$ cat src/rtl/recon_pkg.sv
// Shared types and constants for the quot*rop+mod dividend reconstruction block.
package recon_pkg;

   typedef enum logic [1:0] {
      IDLE = 2'd0,
      BUSY = 2'd1,
      DONE = 2'd2
   } recon_state_t;

   localparam int DEF_WIDTH = 8;

   // The counter must reach WIDTH itself, hence the extra bit.
   function automatic int cnt_width(input int w);
      return $clog2(w) + 1;
   endfunction

   localparam int CNT_W = cnt_width(DEF_WIDTH);

endpackage

$ cat src/rtl/recon_shift_add_step.sv
// One shift-and-add step: adds rop<<idx to the accumulator when the quot bit is set.
module recon_shift_add_step
   import recon_pkg::*;
#(
   parameter int WIDTH = DEF_WIDTH,
   parameter int CW    = cnt_width(DEF_WIDTH)
) (
   input  logic [2*WIDTH-1:0] acc,
   input  logic [WIDTH-1:0]   rop,
   input  logic               quot_bit,
   input  logic [CW-1:0]      idx,
   output logic [2*WIDTH-1:0] acc_next
);

   logic [2*WIDTH-1:0] rop_ext_s;

   assign rop_ext_s = {{WIDTH{1'b0}}, rop};
   assign acc_next  = quot_bit ? (acc + (rop_ext_s << idx)) : acc;

endmodule

$ cat src/rtl/recon_multiplier8.sv
// Sequential reconstruction of a dividend as quot*rop+mod, one quot bit per cycle.
// Defining RECON_CHECK_EN adds the mod>=rop consistency flag on err.
module recon_multiplier8
   import recon_pkg::*;
#(
   parameter int WIDTH = DEF_WIDTH
) (
   input  logic               clk,
   input  logic               reset,
   input  logic               in_valid,
   output logic               in_ready,
   input  logic [WIDTH-1:0]   quot,
   input  logic [WIDTH-1:0]   rop,
   input  logic [WIDTH-1:0]   mod,
   output logic               out_valid,
   input  logic               out_ready,
   output logic [2*WIDTH-1:0] lop,
   output logic               ovf,
   output logic               err
);

   localparam int CW = cnt_width(WIDTH);

   recon_state_t       state_q, state_d;
   logic [CW-1:0]      cnt_q, cnt_d;
   logic [WIDTH-1:0]   quot_q, quot_d;
   logic [WIDTH-1:0]   rop_q, rop_d;
   logic [2*WIDTH-1:0] acc_q, acc_d;
   logic               ovf_q, ovf_d;
   logic [2*WIDTH-1:0] step_acc_s;

   recon_shift_add_step #(.WIDTH(WIDTH), .CW(CW)) u_step (
      .acc      (acc_q),
      .rop      (rop_q),
      .quot_bit (quot_q[0]),
      .idx      (cnt_q),
      .acc_next (step_acc_s)
   );

   // Next-state, datapath and overflow flag
   always_comb begin
      state_d = state_q;
      cnt_d   = cnt_q;
      quot_d  = quot_q;
      rop_d   = rop_q;
      acc_d   = acc_q;
      ovf_d   = ovf_q;
      case (state_q)
         IDLE: begin
            if (in_valid) begin
               quot_d  = quot;
               rop_d   = rop;
               acc_d   = {{WIDTH{1'b0}}, mod};
               cnt_d   = {CW{1'b0}};
               ovf_d   = 1'b0;
               state_d = BUSY;
            end else begin
               state_d = IDLE;
            end
         end
         BUSY: begin
            // quot is shifted down so bit 0 is always the current bit
            acc_d  = step_acc_s;
            quot_d = quot_q >> 1;
            cnt_d  = cnt_q + {{(CW-1){1'b0}}, 1'b1};
            if (cnt_q == CW'(WIDTH - 1)) begin
               ovf_d   = |step_acc_s[2*WIDTH-1:WIDTH];
               state_d = DONE;
            end else begin
               state_d = BUSY;
            end
         end
         DONE: begin
            if (out_ready) begin
               state_d = IDLE;
            end else begin
               state_d = DONE;
            end
         end
         default: state_d = IDLE;
      endcase
   end

   // State and datapath registers
   always_ff @(posedge clk) begin
      if (reset) begin
         state_q <= IDLE;
         cnt_q   <= {CW{1'b0}};
         quot_q  <= {WIDTH{1'b0}};
         rop_q   <= {WIDTH{1'b0}};
         acc_q   <= {(2*WIDTH){1'b0}};
         ovf_q   <= 1'b0;
      end else begin
         state_q <= state_d;
         cnt_q   <= cnt_d;
         quot_q  <= quot_d;
         rop_q   <= rop_d;
         acc_q   <= acc_d;
         ovf_q   <= ovf_d;
      end
   end

   assign in_ready  = (state_q == IDLE);
   assign out_valid = (state_q == DONE);
   assign lop       = acc_q;
   assign ovf       = ovf_q;

`ifdef RECON_CHECK_EN
   logic err_q, err_d;

   // Consistency flag captured with the operands; rop=0 always flags
   always_comb begin
      err_d = err_q;
      if ((state_q == IDLE) && in_valid) begin
         err_d = (mod >= rop);
      end else begin
         err_d = err_q;
      end
   end

   // Consistency flag register
   always_ff @(posedge clk) begin
      if (reset) begin
         err_q <= 1'b0;
      end else begin
         err_q <= err_d;
      end
   end

   assign err = err_q;
`else
   assign err = 1'b0;
`endif

endmodule

$ cat config.mk
export PLATFORM = sky130hd
export DESIGN_NAME = recon_multiplier8
export DESIGN_NICKNAME = d
export VERILOG_FILES = /design/src/rtl/recon_pkg.sv /design/src/rtl/recon_shift_add_step.sv /design/src/rtl/recon_multiplier8.sv
export SDC_FILE = /design/constraint.sdc
export NUM_CORES = 1
export LEC_CHECK = 0
export CAP_MARGIN = 20
export CELL_PAD_IN_SITES_DETAIL_PLACEMENT = 1
export CELL_PAD_IN_SITES_GLOBAL_PLACEMENT = 1
export CORE_ASPECT_RATIO = 0.5
export CORE_MARGIN = 1.5
export CORE_UTILIZATION = 40
export DETAILED_ROUTE_END_ITERATION = 12
export PLACE_DENSITY_LB_ADDON = 0.08
export SLEW_MARGIN = 20
export SYNTH_ARGS = -nofsm -noshare
export SYNTH_HDL_FRONTEND = slang
export SYNTH_HIERARCHICAL = 1
export SYNTH_SLANG_ARGS = --single-unit
$ cat constraint.sdc
create_clock -name clk -period 8.6 [get_ports clk]
set_input_delay 1.29 -clock clk [delete_from_list [all_inputs] [get_ports clk]]
set_output_delay 1.29 -clock clk [all_outputs]
set_load 0.005 [all_outputs]
======== Word-level counts from Yosys, hierarchy flattened ========
Cells that the tools add are included.
W data, S select, Z words.
storage, ports and cells
  flip-flop bits (word level) ............. 39
  bits of input ports ..................... 28
  output and inout bits ................... 20
  word-level logic and storage cells ...... 37
operators by class
  $add $sub $neg .......................... 2
  equal/unequal tests ..................... 6
  shifts and indexed selects .............. 1
  multiplexer cells ....................... 14
  reductions and logical operators ........ 7
operators by type and width
  operator               count
  $mux W16               2
  $pmux W16 S2           1
  $add A16 B16 Y16       1
  $pmux W8 S2            1
  $shl A8 B4 Y16         1
  $mux W8                1
  $pmux W4 S2            1
  $reduce_or A8 Y1       1
  $ne A2 B2 Y1 const B   3
  $pmux W2 S3            1
  $reduce_and A3 Y1      2
  $add A4 B1 Y4 const B  1
  $eq A4 B3 Y1 const B   1
  $mux W2                2
  $mux W4                1
  $reduce_and A2 Y1      2
  $mux W1                3
  $eq A2 B1 Y1 const B   1
  $eq A2 B2 Y1 const B   1
  $logic_not A2 Y1       1
  $pmux W1 S2            1
  $reduce_bool A2 Y1     1

======== Longest topological paths before layout ========
Gate-level depths: netlist of the first run.
  depth after elaboration ................. 6
  depth in mapped cells ................... 17

======== Modules after synthesis ========
Netlist of the first run, hierarchy kept.
by module, submodules not included
  module                instances  cells each  area each (um^2)  sequential area each (um^2)
  recon_multiplier8     1          202         1614.0            780.7
  recon_shift_add_step  1          180         1306.3            0.0

======== Worst setup path before layout of the first run ========
OpenSTA, ideal clock, no wires.
  kind .................................... register -> register
  start ................................... register cnt_q[0]
  end ..................................... register ovf_q, in the netlist ovf
  setup time .............................. 0.132 ns
  data arrival time ....................... 3.368 ns
  setup slack ............................. 5.100 ns
  stages on the path, launching flop included .. 16
  buffers on the path ..................... 1
  period minus slack after synthesis ...... 3.500 ns
  cell sequence ........................... dfxtp_1 > buf_6 > mux4_2 > nand2_1 > o21ai_0 > and2_1 > ha_1 > o21a_1 > o21ai_0 > nand2b_1 > and4_1 > or4_1 > a31o_1 > nor4_1 > a211o_1 > a21oi_1
on the way
  cells in the longest elaborated chain, start to end .. 6
  elaborated cells on any way between the ends .. 9
  those cells by class .................... add/sub (1); eq/ne (2); shift (1); mux (3); reduce/logical (2)
ends and longest elaborated chain
  item                      RTL line                    RTL
  start, declared           recon_multiplier8.sv:25     logic [CW-1:0] cnt_q, cnt_d;
  start signal, assigned    recon_multiplier8.sv:88     cnt_q <= {CW{1'b0}};
  start signal, assigned    recon_multiplier8.sv:95     cnt_q <= cnt_d;
  $shl A8 B4 Y16            recon_shift_add_step.sv:18  assign acc_next = quot_bit ? (acc + (rop_ext_s << idx)) : acc;
  $add A16 B16 Y16          recon_shift_add_step.sv:18
  $mux W16                  recon_shift_add_step.sv:18
  named net step_acc_s[14]  recon_multiplier8.sv:30     logic [2*WIDTH-1:0] step_acc_s;
  $reduce_or A8 Y1          recon_multiplier8.sv:67     ovf_d = |step_acc_s[2*WIDTH-1:WIDTH];
  $mux W1                   recon_multiplier8.sv:66     if (cnt_q == CW'(WIDTH - 1)) begin
  $pmux W1 S2               recon_multiplier8.sv:48     case (state_q)
  end signal, assigned      recon_multiplier8.sv:99     ovf_q <= ovf_d;
  end, declared             recon_multiplier8.sv:29     logic ovf_q, ovf_d;
The timed path passes the listed nets, and every way through them passes these cells. The select of a mux whose other input is x is not followed.
A chain may end at the register's enable or synchronous reset.

======== Final worst setup path of the first run ========
  start ................................... register cnt_q[1]
  end ..................................... register ovf_q, in the netlist ovf
The elaborated chain is that of the path after synthesis.

==> impl_metrics.tcl, run 1 <==
set metrics [dict create \
    synth_cell_types 60 \
    hp-class "register to register" \
    cts_sinks 39 \
    yosys_warnings 6 \
    r2r_cells 14 \
    numPortBuffers 46 \
    worst-path-buf-inv 1 \
    post-synth-top-area-cell "dfxtp_1" \
    slowest_delay_ns 0.65 \
    p_per_area_nw_per_um2 153.3 \
    grt_max_degree 40 \
    die_area_um2 7854 \
    synth_area_leaders "dfxtp_1 (27%), nand2_1 (7.8%), ha_1 (6.9%), a21oi_1 (6.0%), mux2_2 (5.4%)" \
    synth_xor_area_share_pct 3.299 \
    worstHoldStart "quot_q[7]" \
    min_to "quot_q[7]" \
    maxCapViolations 0 \
    start_kind "register" \
    crit_arrival_ns 4.29 \
    worst_pin_slew_ns 0.9200 \
    pin_count 48 \
    cp.required_ns 8.76 \
    setup_ws_ns 4.467 \
    rsz0062_at_grt "false" \
    core_area_um2 6858 \
    path_class "register to register" \
    grt_pass1_vias 3123 \
    grt_pass1_wl_mm 15.81 \
    whs_ns 0.4710 \
    yosys.area.top_type_share_pct 26.74 \
    skew_ns 0.006165 \
    synth_compound_area_share_pct 22.92 \
    synth_seq_cells 39 \
    drc 0 \
    wl_per_cell_um 18.63 \
    antenna_found_initial 0 \
    cpMaxStageDelayCell "dfxtp_1" \
    die_w_um 123.8 \
    globalRouteOverflowTotal 0 \
    async_flop_share_pct 0 \
    cts_resized 0 \
    area_growth_pct 22.24 \
    syn-instance-count 382 \
    outcome "finished, final reports clean" \
    end_kind "register" \
    multi_input_area_um2 1981 \
    insertion_delay_ns 0.29 \
    yosysSeqAreaShare_pct 26.74 \
    num-fill-cells 852 \
    slew_viol_final 0 \
    fin_cells 508 \
    final_nets 460 \
    finalSetupTns_ns 0 \
    die_h_um 63.42 \
    vdd_drop_max_mv 0.06450 \
    postRouteAntennaNets 0 \
    power.leakage_nw 1.421 \
    place_inst 500 \
    clock.fmax_mhz 241.9 \
    synth_edf_count 0 \
    r2r_slack_ns 4.47 \
    path_common_cell "o21ai_0" \
    initial_core_util_pct 42.58 \
    relSlewSlack_pct 38.54 \
    synthSimpleGateAreaFrac_pct 24.59 \
    drt-total-wl_mm 9.466 \
    hold_violations 0 \
    path_cells "clkinv_1, o21ai_0, o21ai_0, and2_1, ha_1, a2111oi_0, o21a_1, nor2_1, a31oi_1, xnor2_1, mux2_2, nor4_1, a211o_1, a21oi_1" \
    globalRouteTotalUtil_pct 26.30 \
    cts_setup_buffers 0 \
    cts-root-buf "clkbuf_16" \
    syn-num-nets 427 \
    htree_levels 2 \
    fin_crit_sh_pct 48.06 \
    avgViaCountPerCell 5.904 \
    synth_top_family_by_area "simple AND/OR/NAND/NOR gates" \
    synth_area_per_cell_um2 7.645 \
    period_needed_ns 4.133 \
    routabilityCongestion 0.8956 \
    drt_pass1_iterations 4 \
    crit_fanout 17 \
    cts_tree "done" \
    clkTransAtPathRegs_ns 0.06 \
    hpwl_mm 7.111 \
    holdPathStages 2 \
    synth-adder-area-share_pct 7.541 \
    postCtsHoldBufs 0 \
    cts_buffers 5 \
    crit_family "compound AO/OA/AOI/OAI gates" \
    setup_viol 0 \
    pre_cts_ws_ns 4.571 \
    first_iter_violations 84 \
    synth.mux.area_fraction_pct 9.126 \
    drive_gt1_share_pct 7.692 \
    clockBufferDepth 2 \
    n_antenna_cell 0 \
    core.rowCount 21 \
    syn-cell-area_um2 2920 \
    worst_r2r_startpoint "cnt_q[1]" \
    via_count 2999 \
    synthFlopType "dfxtp_1" \
    rr_endpoint "ovf" \
    final_core_util_pct 52.05 \
    ff_latch_area_um2 780.7 \
]
-- power breakdown --
group	leakage [nW]	total [mW]	internal (mW)	switching, mW
sequential	0.320	0.209	0.192	0.0172
clock	0.0844	0.221	0.138	0.0820
combinational	1.02	0.118	0.0559	0.0617
total	1.42	0.547	0.386	0.161
-- cell families after synthesis --
| logic type | after synthesis |
|---|---|
| simple gates | 157 |
| mux | 22 |
| fa+ha+maj | 17 |
| compound gates | 102 |
| xor+xnor | 11 |
| flops | 39 |
| buf+inv | 33 |
| other cells | 1 |
-- worst register-to-register path: stages, from the launching register on --
cell       delay (ns)
dfxtp_1          0.65
clkinv_1         0.38
o21ai_0          0.41
o21ai_0          0.16
and2_1           0.19
ha_1             0.36
a2111oi_0        0.45
o21a_1           0.19
nor2_1           0.10
a31oi_1          0.25
xnor2_1          0.09
mux2_2           0.28
nor4_1           0.27
a211o_1          0.16
a21oi_1          0.05
-- per-layer routing --
| layer | track usage (%) | up-vias | share of wire [%] |
|---|---|---|---|
| met2 | 41.44 | 59 | 44 |
| li1 | - | 1436 | - |
| met3 | 6.250 | 14 | 5.0 |
| met5 | 0 | - | 0 |
| met1 | 35.81 | 1490 | 50 |
| met4 | 7.184 | 0 | 1.4 |
-- registers in the layout (all words and copies together), names as in the netlist --
name	cells
cnt_q	4
lop	16
ovf	1
quot_q	8
rop_q	8
state_q	2
-- through the flow --
step,power (mW),instance area (um^2)
2_1_floorplan,0.2845,2920
3_3_place_gp,0.3218,3391
3_5_place_dp,0.3276,3391
4_1_cts,0.5509,3563
5_1_grt,0.5775,3570
6_report,0.5473,3570
-- synth_stat cells, types with 4 or more instances --
cell	count
o22ai_1	5
nor3_1	7
inv_1	8
a311oi_1	8
nand2_1	61
nor4_1	9
o21ai_0	12
nand3_1	13
xnor2_1	8
mux2i_1	6
a211oi_1	4
nor2b_1	6
mux2_2	14
a31oi_1	6
a21oi_1	35
clkbuf_1	9
dfxtp_1	39
nor2_1	41
a21o_1	6
buf_2	5
nand2b_1	4
and2_1	5
ha_1	16
-- worst max path at each step --
stage	startpoint	end	slack (ns)	depth (start not counted)
detailed placement	cnt_q[1]	ovf	4.57	14
global placement	cnt_q[0]	ovf	4.67	15
floorplan	cnt_q[0]	ovf	5.10	15
CTS	cnt_q[1]	ovf	4.54	14
global route	cnt_q[1]	ovf	4.08	14
finish	cnt_q[1]	ovf	4.47	14
-- cell type report --
cell class                 instances  area share, %
clock buffer                       5          3.505
clock inverter                     3          1.332
inverter                          10          1.052
multi-input combinational        310          55.49
sequential                        39          21.87
tap                               92          3.225
timing repair buffer              49          13.53
-- cells in the final DEF (no fill, tap or decap), drive strengths merged, types with 3 or more instances in the layout --
cell type	netlist	layout
nor4	9	9
mux2i	6	6
clkbuf	10	5
a31oi	6	6
and2	5	5
o22ai	5	5
o21ai	13	13
a211oi	4	4
nand2	61	61
dfxtp	39	39
nand2b	4	4
mux2	14	14
a311oi	8	8
xnor2	8	8
or2	3	3
buf	13	3
nor3	7	7
clkinv	2	3
o21a	3	3
nor2	41	41
inv	8	9
a21oi	36	36
ha	16	16
a21o	6	6
nor2b	6	6
clkdlybuf4s50	0	46
nand3	13	13
xor2	3	3
No activity file was read; power rests on OpenSTA's default activity.
==> run 2, diff against run 1 <==
--- a/config.mk
+++ b/config.mk
@@ -10,7 +10,7 @@
 export CELL_PAD_IN_SITES_GLOBAL_PLACEMENT = 1
 export CORE_ASPECT_RATIO = 0.5
 export CORE_MARGIN = 1.5
-export CORE_UTILIZATION = 40
+export CORE_UTILIZATION = 39
 export DETAILED_ROUTE_END_ITERATION = 12
 export PLACE_DENSITY_LB_ADDON = 0.08
 export SLEW_MARGIN = 20
==> constraint.sdc (replaced) <==
create_clock -name clk -period 4 [get_ports clk]
set_input_delay 0.6 -clock clk [delete_from_list [all_inputs] [get_ports clk]]
set_output_delay 0.6 -clock clk [all_outputs]
set_load 0.005 [all_outputs]
==> run 2 against run 1 <==
Net effect: sequential share of layout area is 0.41 points lower; first-iteration DRC count is 55% higher; combinational power is 130% higher; largest cell class unchanged; critical path type unchanged.
==> impl_metrics.tcl, run 2 (synthesis gave the netlist of run 1 again) <==
set metrics [dict create \
    end_kind "register" \
    die_w_um 125.4 \
    core_area_um2 7295 \
    maxCapViolations 0 \
    numPortBuffers 46 \
    globalRouteOverflowTotal 0 \
    htree_levels 2 \
    crit_fanout 12 \
    wl_per_cell_um 18.26 \
    period_needed_ns 3.789 \
    die_h_um 64.19 \
    via_count 2980 \
    p_per_area_nw_per_um2 325.0 \
    clkTransAtPathRegs_ns 0.06 \
    cp.required_ns 4.16 \
    start_kind "register" \
    p_sw_mw 0.3547 \
    total_power_mw 1.192 \
    largest_reg_flops 16 \
    drive_gt1_share_pct 11.48 \
    initial_core_util_pct 40.03 \
    p_int_mw 0.8370 \
    sw_frac_of_total_pct 29.76 \
    slew_viol_final 0 \
    final_common_cell "nand2_1" \
    crit_arrival_ns 3.95 \
    final_nets 471 \
    clkPwrFrac_pct 40.4 \
    finalSetupTns_ns 0 \
    place_inst 512 \
    setup_ws_ns 0.2105 \
    cts-root-buf "clkbuf_16" \
    path_class "register to register" \
    num-fill-cells 903 \
    hp-class "register to register" \
    area_growth_pct 25.58 \
    insertion_delay_ns 0.29 \
    clock.fmax_mhz 263.9 \
    comb_power_share_pct 22.7 \
    drt-total-wl_mm 9.551 \
    drc 0 \
    power.leakage_nw 1.471 \
    avgViaCountPerCell 5.698 \
    hold_violations 0 \
    grt_pass1_vias 3022 \
    postCtsHoldBufs 0 \
    antenna_found_initial 0 \
    setup_viol 0 \
    vdd_drop_max_mv 0.1546 \
    skew_ns 0.002986 \
    postRouteAntennaNets 0 \
    cts_tree "done" \
    hpwl_mm 7.185 \
    clockBufferDepth 2 \
    globalRouteTotalUtil_pct 24.38 \
    pin_count 48 \
    worst_pin_slew_ns 1.036 \
    core.rowCount 22 \
    grt_max_degree 40 \
    layout_common_cells "nand2_1 (61), clkdlybuf4s50_1 (46), nor2_1 (41)" \
    grt_pass1_wl_mm 15.28 \
    drt_pass1_iterations 4 \
    outcome "finished, final reports clean" \
    first_iter_violations 130 \
    cts_buffers 5 \
    die_area_um2 8048 \
    seq_power_share_pct 37.0 \
    n_antenna_cell 0 \
    cts_sinks 39 \
    fin_cells 523 \
    relSlewSlack_pct 30.79 \
    pre_cts_ws_ns 0.007196 \
    fin_crit_sh_pct 94.74 \
    routabilityCongestion 0.9316 \
]
## run 2: metrics by stage
step                hold slack (ns)  util [%]  cell area, um^2
detailed placement           0.4858     47.38             3456
finish                       0.4939     50.27             3667
global route                 0.5099     50.27             3667
global placement             0.4627     47.38             3456
floorplan                    0.4452         -             2920
CTS                          0.4948     49.76             3630
## run 2: cell type report
| class | count | area [um^2] | share of cell area [%] |
|---|---|---|---|
| multi-input cells | 310 | 1979 | 53.97 |
| flip-flops and latches | 39 | 787.0 | 21.46 |
| repair buffers | 59 | 558.0 | 15.22 |
| clock buffers | 5 | 125.1 | 3.412 |
| well taps | 96 | 120.1 | 3.275 |
| clock inverters | 3 | 47.55 | 1.296 |
| inverters | 10 | 45.04 | 1.228 |
| repair inverters | 1 | 5.005 | 0.1365 |
## run 2: worst max-delay path, stage by stage, from the launching register on
cell and delay (ns):
dfxtp_4 0.44, mux4_1 0.59, nand2_1 0.11, a31oi_1 0.12
ha_1 0.38, a2111oi_2 0.38, o21ai_1 0.23, and4_1 0.25
or4_1 0.40, a31o_1 0.25, nor4_1 0.29, a211o_1 0.17
a21oi_1 0.05
## run 2: timing repair
action	4_1_cts	5_1_grt
gates cloned	0	1
gates resized for setup	1	7
setup endpoints to repair	1	1
setup buffers	0	2
## run 2: final timing paths
| kind | cells past startpoint | end | slack (ns) | from |
|---|---|---|---|---|
| hold / removal | 2 | rop_q[7] | 0.49 | rop_q[7] |
| hold reg to reg | 2 | rop_q[7] | 0.49 | rop_q[7] |
| setup reg to reg | 12 | ovf | 0.21 | cnt_q[0] |
| setup / recovery | 12 | ovf | 0.21 | cnt_q[0] |
## run 2: routing by layer
layer	routed length (um)	global-route usage (%)	up-vias
met2	4128	38.39	57
met5	0	0	-
met4	127	6.960	0
li1	-	-	1469
met1	4891	34.33	1442
met3	404	4.188	12
## run 2: power groups by stage
| stage | combinational [mW] | clock (mW) | sequential (mW) |
|---|---|---|---|
| finish | 0.270 | 0.481 | 0.441 |
| detailed placement | 0.264 | 0 | 0.449 |
| floorplan | 0.173 | 0 | 0.438 |
| CTS | 0.266 | 0.490 | 0.440 |
| global placement | 0.255 | 0 | 0.447 |
| global route | 0.297 | 0.508 | 0.444 |
==> run 3, diff against run 2 <==
--- a/config.mk
+++ b/config.mk
@@ -12,6 +12,7 @@
 export CORE_MARGIN = 1.5
 export CORE_UTILIZATION = 39
 export DETAILED_ROUTE_END_ITERATION = 12
+export MAX_ROUTING_LAYER = met4
 export PLACE_DENSITY_LB_ADDON = 0.08
 export SLEW_MARGIN = 20
 export SYNTH_ARGS = -nofsm -noshare
==> run 3 against run 2 <==
Net effect: die area stayed put; highest routed layer unchanged; largest power group is now registers; hold slack worse by 0.0099 ns; maximum frequency is 0.12% higher; sequential cell count stayed put; combinational power is 4% higher.
==> impl_metrics.tcl, run 3 (synthesis gave the netlist of run 1 again) <==
set metrics [dict create \
    worstHoldStart "quot_q[7]" \
    n_antenna_cell 0 \
    die_area_um2 8048 \
    drc 0 \
    end_kind "register" \
    whs_ns 0.4840 \
    crit_arrival_ns 3.94 \
    die_w_um 125.4 \
    hold_violations 0 \
    setup_viol 0 \
    insertion_delay_ns 0.29 \
    pin_count 48 \
    cpMaxStageDelayCell "or4_1" \
    drt-total-wl_mm 9.740 \
    r2r_slack_ns 0.21 \
    vdd_drop_max_mv 0.1640 \
    numPortBuffers 46 \
    core.rowCount 22 \
    drive_gt1_share_pct 13.52 \
    multi_input_area_um2 2029 \
    wl_per_cell_um 18.55 \
    grt_pass1_wl_mm 15.88 \
    hpwl_mm 7.248 \
    htree_levels 2 \
    largest_reg_flops 16 \
    postPlaceCellArea_um2 3471 \
    period_needed_ns 3.785 \
    globalRouteOverflowTotal 0 \
    drt_pass1_iterations 4 \
    path_common_cell "a21oi_1" \
    clock.fmax_mhz 264.2 \
    power.leakage_nw 1.479 \
    antenna_found_initial 0 \
    holdPathStages 2 \
    cts_sinks 39 \
    path_class "register to register" \
    ff_latch_area_um2 785.8 \
    core_area_um2 7295 \
    rr_endpoint "ovf" \
    start_kind "register" \
    die_h_um 64.19 \
    path_cells "clkbuf_4, buf_4, a211oi_1, a21oi_1, mux2_2, and2_1, ha_2, a2111oi_4, o21ai_2, and4_1, or4_1, a31o_1, nor4_2, a211o_1, a21oi_1" \
    rsz0062_at_grt "false" \
    worst_pin_slew_ns 1.076 \
    globalRouteTotalUtil_pct 25.93 \
    fin_crit_sh_pct 94.63 \
    place_inst 514 \
    crit_fanout 7 \
    outcome "finished, final reports clean" \
    via_count 2982 \
    postRouteAntennaNets 0 \
    postCtsHoldBufs 0 \
    stdcell_area_um2 3712 \
    cts-root-buf "clkbuf_16" \
    critPathCapture "ovf" \
    fin_cells 525 \
    clockBufferDepth 2 \
    hp-class "register to register" \
    relSlewSlack_pct 28.09 \
    layout_common_cells "nand2_1 (61), clkdlybuf4s50_1 (46), nor2_1 (41)" \
    worst_r2r_startpoint "cnt_q[0]" \
    slowest_delay_ns 0.40 \
    skew_ns 0.008782 \
    first_iter_violations 127 \
    cts_buffers 5 \
    grt_max_degree 40 \
    routabilityCongestion 0.9100 \
    area_growth_pct 27.12 \
    slew_viol_final 0 \
    initial_core_util_pct 40.03 \
    cp-startpoint "cnt_q[0]" \
    cts_tree "done" \
    maxCapViolations 0 \
    avgViaCountPerCell 5.680 \
    cp.required_ns 4.15 \
    r2r_cells 15 \
    final_common_cell "nand2_1" \
    clkTransAtPathRegs_ns 0.07 \
    grt_pass1_vias 3058 \
    p_per_area_nw_per_um2 309.1 \
    final_nets 473 \
    num-fill-cells 896 \
]
[run 3: cell count changes in the layout (fill, tap and decap cells not counted), moves of 2 or more]
cell,before,now
ha_2,0,2
buf_4,13,15
ha_1,16,14
mux2i_1,6,4
mux2i_2,0,2
[run 3: area by class of cell]
type                       count  share of cell area (%)
sequential                    39                   21.17
tap                           96                   3.236
timing repair buffer          62                   15.64
clock buffer                   6                   3.741
clock inverter                 2                  0.4382
inverter                      10                   1.112
multi-input combinational    310                   54.67
[run 3: metal layers]
| layer | GRT usage (%) | up-vias | share of wire [%] |
|---|---|---|---|
| met1 | 34.76 | 1446 | 50 |
| met5 | - | - | 0 |
| met2 | 40.23 | 56 | 44 |
| met3 | 4.941 | 12 | 4.6 |
| li1 | - | 1468 | - |
| met4 | 7.102 | 0 | 1.3 |
[run 3: power breakdown]
part / switching [mW] / total, mW / internal (mW)
sequential: 0.0271 / 0.440 / 0.413
combinational: 0.149 / 0.281 / 0.133
clock: 0.177 / 0.426 / 0.249
total: 0.353 / 1.15 / 0.795
[run 3: critical path: cells and delay by family, from the launching register on]
kind | cells | cell delay, ns
DFF | 1 | 0.38
AOI/OAI and AO/OA | 7 | 1.29
and+or+nand+nor | 4 | 1.09
adders and majority gates | 1 | 0.23
muxes | 1 | 0.29
buffers and inverters | 2 | 0.34
[run 3: worst min path at each step]
stage / slack, ns / to
after CTS: 0.48 / quot_q[7]
after floorplan: 0.45 / rop_q[2]
after detailed placement: 0.47 / quot_q[7]
after global routing: 0.52 / rop_q[0]
final: 0.48 / quot_q[7]
after global placement: 0.45 / quot_q[7]
[run 3: timing repair]
| action | in CTS | in global routing |
|---|---|---|
| setup buffers | 0 | 3 |
| setup endpoints to repair | 1 | 1 |
| resized for setup | 1 | 17 |
[run 3: metrics by stage]
stage               total power, mW  setup TNS (ns)  utilization, %  worst slack [ns]
floorplan                    0.6118               0               -            0.4999
global placement             0.7033               0           47.58           0.02104
detailed placement           0.7140        -0.08116           47.58          -0.08116
CTS                           1.144               0           49.73           0.08726
global route                  1.203               0           50.89          0.002197
finish                        1.148               0           50.89            0.2149
